==> src/rtl/snn_pkg.sv <==
`default_nettype none
// ============================================================================
// Module      : snn_pkg
// Description : Shared types and constants for the SNN frame sequencer.
// Revision    : 1.0  initial release
// ============================================================================
package snn_pkg;

   localparam int          IMG_PIXELS = 784;
   localparam int          NUM_BYTES  = 98;
   localparam int          ADDR_W     = 10;
   localparam logic [7:0]  ASCII_OFS  = 8'h30;

   typedef enum logic [2:0] {
      WAIT_BYTE = 3'd0,
      UNPACK    = 3'd1,
      START     = 3'd2,
      COMPUTE   = 3'd3,
      TX        = 3'd4,
      WAIT_TX   = 3'd5
   } frame_state_t;

endpackage
`default_nettype wire

==> src/rtl/snn_bit_unpacker.sv <==
`default_nettype none
// ============================================================================
// Module      : snn_bit_unpacker
// Description : 8-bit load/shift register with a 3-bit bit counter. Emits the
//               loaded byte LSB first, one bit per shift.
// Revision    : 1.0  initial release
// ============================================================================
module snn_bit_unpacker (
   input  logic       clk,
   input  logic       rst_n,
   input  logic       load,
   input  logic       shift,
   input  logic [7:0] din,
   output logic       bit_out,
   output logic       last,
   output logic [2:0] bit_cnt
);

   logic [7:0] shreg_q, shreg_d;
   logic [2:0] cnt_q,   cnt_d;

   // Load restarts the counter; shift moves the next pixel into bit 0.
   always_comb begin
      shreg_d = shreg_q;
      cnt_d   = cnt_q;
      if (load) begin
         shreg_d = din;
         cnt_d   = 3'd0;
      end else if (shift) begin
         shreg_d = {1'b0, shreg_q[7:1]};
         cnt_d   = cnt_q + 3'd1;
      end
   end

   // State registers, cleared asynchronously.
   always_ff @(posedge clk or negedge rst_n) begin
      if (!rst_n) begin
         shreg_q <= 8'h00;
         cnt_q   <= 3'd0;
      end else begin
         shreg_q <= shreg_d;
         cnt_q   <= cnt_d;
      end
   end

   assign bit_out = shreg_q[0];
   assign last    = (cnt_q == 3'd7);
   assign bit_cnt = cnt_q;

endmodule
`default_nettype wire

==> src/rtl/snn_frame_ctrl.sv <==
`default_nettype none
// ============================================================================
// Module      : snn_frame_ctrl
// Description : Frame sequencer: loads a packed binary image from the UART
//               into the 1-bit input RAM, starts the SNN core, and returns
//               the classified digit as ASCII over the UART and on the LEDs.
// Revision    : 1.0  initial release
// ============================================================================
module snn_frame_ctrl #(
   parameter int         NUM_BYTES = snn_pkg::NUM_BYTES,
   parameter int         ADDR_W    = snn_pkg::ADDR_W,
   parameter logic [7:0] ASCII_OFS = snn_pkg::ASCII_OFS
) (
   input  logic              clk,
   input  logic              rst_n,
   input  logic              rx_rdy,
   input  logic [7:0]        rx_data,
   output logic              clr_rx_rdy,
   input  logic [ADDR_W-1:0] core_addr,
   output logic [ADDR_W-1:0] ram_addr,
   output logic              ram_we,
   output logic              ram_wdata,
   output logic              core_start,
   input  logic              core_done,
   input  logic [3:0]        core_digit,
   output logic              tx_start,
   output logic [7:0]        tx_data,
   input  logic              tx_done,
   output logic [7:0]        led,
   output logic              busy
);

   import snn_pkg::*;

   localparam int                BYTE_W    = (NUM_BYTES > 1) ? $clog2(NUM_BYTES) : 1;
   localparam logic [BYTE_W-1:0] LAST_BYTE = BYTE_W'(NUM_BYTES - 1);

   frame_state_t      state_q, state_d;
   logic [BYTE_W-1:0] byte_cnt_q, byte_cnt_d;
   logic [7:0]        led_q, led_d;
   logic [7:0]        tx_data_q, tx_data_d;

   logic              up_load;
   logic              up_shift;
   logic              up_bit;
   logic              up_last;
   logic [2:0]        up_bit_cnt;
   logic [ADDR_W-1:0] loader_addr;

   snn_bit_unpacker u_unpacker (
      .clk     (clk),
      .rst_n   (rst_n),
      .load    (up_load),
      .shift   (up_shift),
      .din     (rx_data),
      .bit_out (up_bit),
      .last    (up_last),
      .bit_cnt (up_bit_cnt)
   );

   // Pixel 8k+i lives at address {k,3'b000}+i.
   assign loader_addr = ADDR_W'({byte_cnt_q, 3'b000}) + ADDR_W'(up_bit_cnt);

   // Next-state, datapath updates and per-state outputs.
   always_comb begin
      state_d    = state_q;
      byte_cnt_d = byte_cnt_q;
      led_d      = led_q;
      tx_data_d  = tx_data_q;
      clr_rx_rdy = 1'b0;
      ram_we     = 1'b0;
      core_start = 1'b0;
      tx_start   = 1'b0;
      up_load    = 1'b0;
      up_shift   = 1'b0;
      ram_addr   = loader_addr;
      case (state_q)
         WAIT_BYTE: begin
            if (rx_rdy) begin
               clr_rx_rdy = 1'b1;
               up_load    = 1'b1;
               state_d    = UNPACK;
            end
         end
         UNPACK: begin
            ram_we   = 1'b1;
            up_shift = 1'b1;
            if (up_last) begin
               if (byte_cnt_q == LAST_BYTE) begin
                  byte_cnt_d = '0;
                  state_d    = START;
               end else begin
                  byte_cnt_d = byte_cnt_q + 1'b1;
                  state_d    = WAIT_BYTE;
               end
            end
         end
         START: begin
            ram_addr   = core_addr;
            core_start = 1'b1;
            state_d    = COMPUTE;
         end
         COMPUTE: begin
            ram_addr = core_addr;
            if (core_done) begin
               tx_data_d = ASCII_OFS + {4'h0, core_digit};
               led_d     = {4'h0, core_digit};
               state_d   = TX;
            end
         end
         TX: begin
            ram_addr = core_addr;
            tx_start = 1'b1;
            state_d  = WAIT_TX;
         end
         WAIT_TX: begin
            ram_addr = core_addr;
            if (tx_done) begin
               state_d = WAIT_BYTE;
            end
         end
         default: begin
            state_d = WAIT_BYTE;
         end
      endcase
   end

   // Sequencer registers; reset discards any partially loaded frame.
   always_ff @(posedge clk or negedge rst_n) begin
      if (!rst_n) begin
         state_q    <= WAIT_BYTE;
         byte_cnt_q <= '0;
         led_q      <= 8'h00;
         tx_data_q  <= 8'h00;
      end else begin
         state_q    <= state_d;
         byte_cnt_q <= byte_cnt_d;
         led_q      <= led_d;
         tx_data_q  <= tx_data_d;
      end
   end

   assign ram_wdata = up_bit;
   assign led       = led_q;
   assign tx_data   = tx_data_q;
   assign busy      = (state_q != WAIT_BYTE);

endmodule
`default_nettype wire

==> config.mk <==
export PLATFORM = sky130hd
export DESIGN_NAME = snn_frame_ctrl
export DESIGN_NICKNAME = d
export VERILOG_FILES = /design/src/rtl/snn_pkg.sv /design/src/rtl/snn_bit_unpacker.sv /design/src/rtl/snn_frame_ctrl.sv
export SDC_FILE = /design/constraint.sdc
export NUM_CORES = 1
export LEC_CHECK = 0
export ABC_AREA = 1
export ABC_CLOCK_PERIOD_IN_PS = 1600
export BUFFER_PORTS_ARGS = -buffer_cell sky130_fd_sc_hd__buf_2
export CAP_MARGIN = 20
export CORE_ASPECT_RATIO = 0.7
export CORE_MARGIN = 2
export CORE_UTILIZATION = 36
export CTS_CLUSTER_DIAMETER = 150
export DETAILED_ROUTE_END_ITERATION = 6
export GPL_ROUTABILITY_DRIVEN = 0
export PLACE_DENSITY = 0.6
export SETUP_SLACK_MARGIN = 0.15
export SLEW_MARGIN = 5
export SYNTH_ARGS = -nofsm -noshare
export SYNTH_HDL_FRONTEND = slang
export SYNTH_SLANG_ARGS = --single-unit
==> constraint.sdc <==
create_clock -name clk -period 1.6 [get_ports clk]
set_input_delay 0.16 -clock clk [delete_from_list [all_inputs] [get_ports clk]]
set_output_delay 0.16 -clock clk [all_outputs]
set_load 0.01 [all_outputs]
==> key figures <==
Floorplanning
  • Chip height: 58.9 um
  • I/O pins: 59
  • DIE AREA: 0.00486 mm^2
  • Starting Density: 38.6%
  • FP Rows: 19
  • Core ar.: 0.00402 mm^2
  • Die width: 82.5 um

Cells and area
  • Nets: 300
  • Diode count: 0
  • Seq. cell area: 653 um^2
  • Syn-to-layout area delta: 35.1%
  • Area of the multi-input gates: 838 um^2
  • Final non-filler cell total: 319
  • Most common cell after layout, fill and taps aside: nand2_1
  • Layout cells sized above 1: 39.0%
  • Filler instances: 406
  • Most frequent cells in the layout: nand2_1, buf_2, dfrtp_1, nand3_1, inv_1

Power and ir drop
  • Maximum VDD drop: 0.000681 V
  • Static Leakage: 0.00116 uW
  • Total power: 2450 uW
  • Pwr Density: 1170 mW/mm^2

Worst setup path
  • CP endpoint kind: primary output
  • Startpoint types: register
  • Crit Path Category: reg -> out
  • Max FO, Critical Path: 5
  • CP arrival: 1.37 ns
  • Worst path required time: 1.44 ns

Timing
  • Final min period: 1.53 ns
  • Max Freq: 0.652 GHz
  • Final hold vios: 0
  • RSZ-0062 raised after global routing: true
  • Worst Tran Pin Value: 0.612 ns
  • Setup Viol. Count Final: 0
  • Final worst-path cycle share: 95.9%
  • Max Slew Vio Count: 0
  • Slew margin rel.: 59.2%
  • Final Skew: 0.00664 ns

Clock network
  • H-tree lvl count: 1
  • Max Buffers Root-to-Sink: 2
  • CTS tree: built
  • Clock sink total: 26
  • Clock Tree Root: clkbuf_8
  • Clock slew at reported path FFs: 0.09 ns
  • Total CTS buffers: 3
  • Worst skew pair latency: 0.27 ns

Drt
  • Drt pass-1 iters: 4
  • Routed wire per std cell: 11.5 um
  • DRC viols: 0
  • Via count: 1,467
  • Detail Route Antenna Nets: 0
  • Avg Vias per Cell: 4.60
  • Routed WL: 3680 um
  • Iter 0 DRT Violations: 38

Yosys
  • Post-synth EDFFs: 0
  • Ys flop type: dfrtp_1
  • Syn avg cell area: 7.61 um^2
  • Synthesized area: 0.00155 mm^2
  • Yosys warns: 0
  • Post-synthesis sequential area ratio: 41.9%
  • Ranking of synthesized cells by area: dfrtp_1, nand2_1, nand3_1, buf_4, inv_1
  • Post-synth top area share: 41.9%
  • Post-synth top area cell: dfrtp_1
  • Mapped Cells: 204
  • Post-synth ARST share: 100%
  • Post-synth cell types: 26
  • Flop and latch count out of synthesis: 26

Global routing
  • Number of global-route vias before repair: 1,363
  • Global Route Usage Sum: 16.0%
  • Largest net degree at the start of global routing: 27
  • Initial antenna violation count: 0
  • GRT overflow: 0
  • Global-route wire length before repair: 6000 um

Run status
  • Status: completed

Placed design
  • Buffers on Ports: 52
  • Post-DP HPWL: 2560 um
  • Placed Cells: 300

Worst hold path
  • Worst hold path type: in -> reg

Job
  • Maxcap violations: 0
final timing paths:
check,from,end,slack (ns),depth (start not counted)
worst max-delay path,state_q[1]$_DFFE_PN0P_,ram_addr[8],0.07,6
max in group asynchronous,rst_n,state_q[2]$_DFFE_PN0P_,0.73,2
worst min register to register,u_unpacker.shreg_q[7]$_DFFE_PN0P_,u_unpacker.shreg_q[7]$_DFFE_PN0P_,0.48,2
min in group asynchronous,rst_n,byte_cnt_q[2]$_DFFE_PN0P_,0.43,2
worst max register to register,state_q[1]$_DFFE_PN0P_,byte_cnt_q[6]$_DFFE_PN0P_,0.17,8
worst min-delay path,rx_data[7],u_unpacker.shreg_q[7]$_DFFE_PN0P_,0.1,3
per-stage QoR:
| stage | util, % | setup TNS (ns) | area (um^2) | worst slack [ns] | hold WS, ns |
|---|---|---|---|---|---|
| 3_5_place_dp | 44.8 | 0 | 1800 | 0.194 | 0.203 |
| 3_3_place_gp | 44.8 | 0 | 1800 | 0.224 | 0.205 |
| 6_report | 52.2 | 0 | 2100 | 0.0655 | 0.0996 |
| 4_1_cts | 47.5 | 0 | 1910 | 0.0710 | 0.0951 |
| 5_1_grt | 52.2 | -0.0272 | 2100 | -0.0208 | 0.0859 |
| 2_1_floorplan | - | 0 | 1570 | 0.331 | -0.136 |
critical path, stage by stage, from the launching register on:
cell     delay, ns
dfrtp_2       0.47
nor2_4        0.16
inv_4         0.07
nand2_4       0.10
nor2_2        0.04
a21oi_1       0.11
buf_2         0.15
metal layers:
metal  GRT usage, %  vias to the layer above  wire, um
met5              0                        -         0
met4           1.41                        0         6
met3           4.29                        2       163
met2           25.9                       28      1740
met1           22.4                      680      1770
li1               -                      757         -
power breakdown:
part	total (uW)	internal, uW	switching, uW	leakage [uW]
clock network	370	169	201	0.0000216
logic	1100	500	602	0.000805
registers	976	828	148	0.000333
state kept, by name (all words and copies together), names as in the netlist:
signal / count
tx_data: 2
led: 3
state_q: 3
u_unpacker.shreg_q: 8
byte_cnt_q: 7
u_unpacker.bit_cnt: 3
kinds of logic (layout without fill, tap and decap cells):
family,count (synthesis),in the layout,share of synthesized area (%)
AO/OA/AOI/OAI,15,15,5.88
XOR/XNOR,2,2,1.13
adder cells (fa/ha/maj),4,4,3.22
buffers and inverters,33,89,11.4
flip-flops,26,26,41.9
other,1,6,0.242
AND/OR/NAND/NOR,123,125,36.3
what timing repair did:
action                                 4_1_cts  5_1_grt
setup endpoints to repair                   12       35
endpoints found under the hold margin       26        0
gates cloned                                 2        1
pin swaps                                    3        7
hold buffers                                 1        0
buffers inserted                             5        7
resized for setup                            5       31
layout make-up:
cell class,count,share of cell area [%]
multi-input cells,152,40.0
repair buffers,66,20.0
inverters,20,3.82
clock buffers,3,1.97
well taps,52,3.10
flip-flops and latches,26,31.1
Yosys cell counts (2+ instances only):
cell     instances
nand2_1         68
dfrtp_1         26
nand3_1         21
inv_1           19
nor2_1          19
buf_4           11
a21oi_1          9
ha_1             4
nand4_1          3
nor2_2           3
o21ai_2          3
nor2_8           2
or2_2            2
xor2_1           2
No activity file was read; power rests on OpenSTA's default activity.
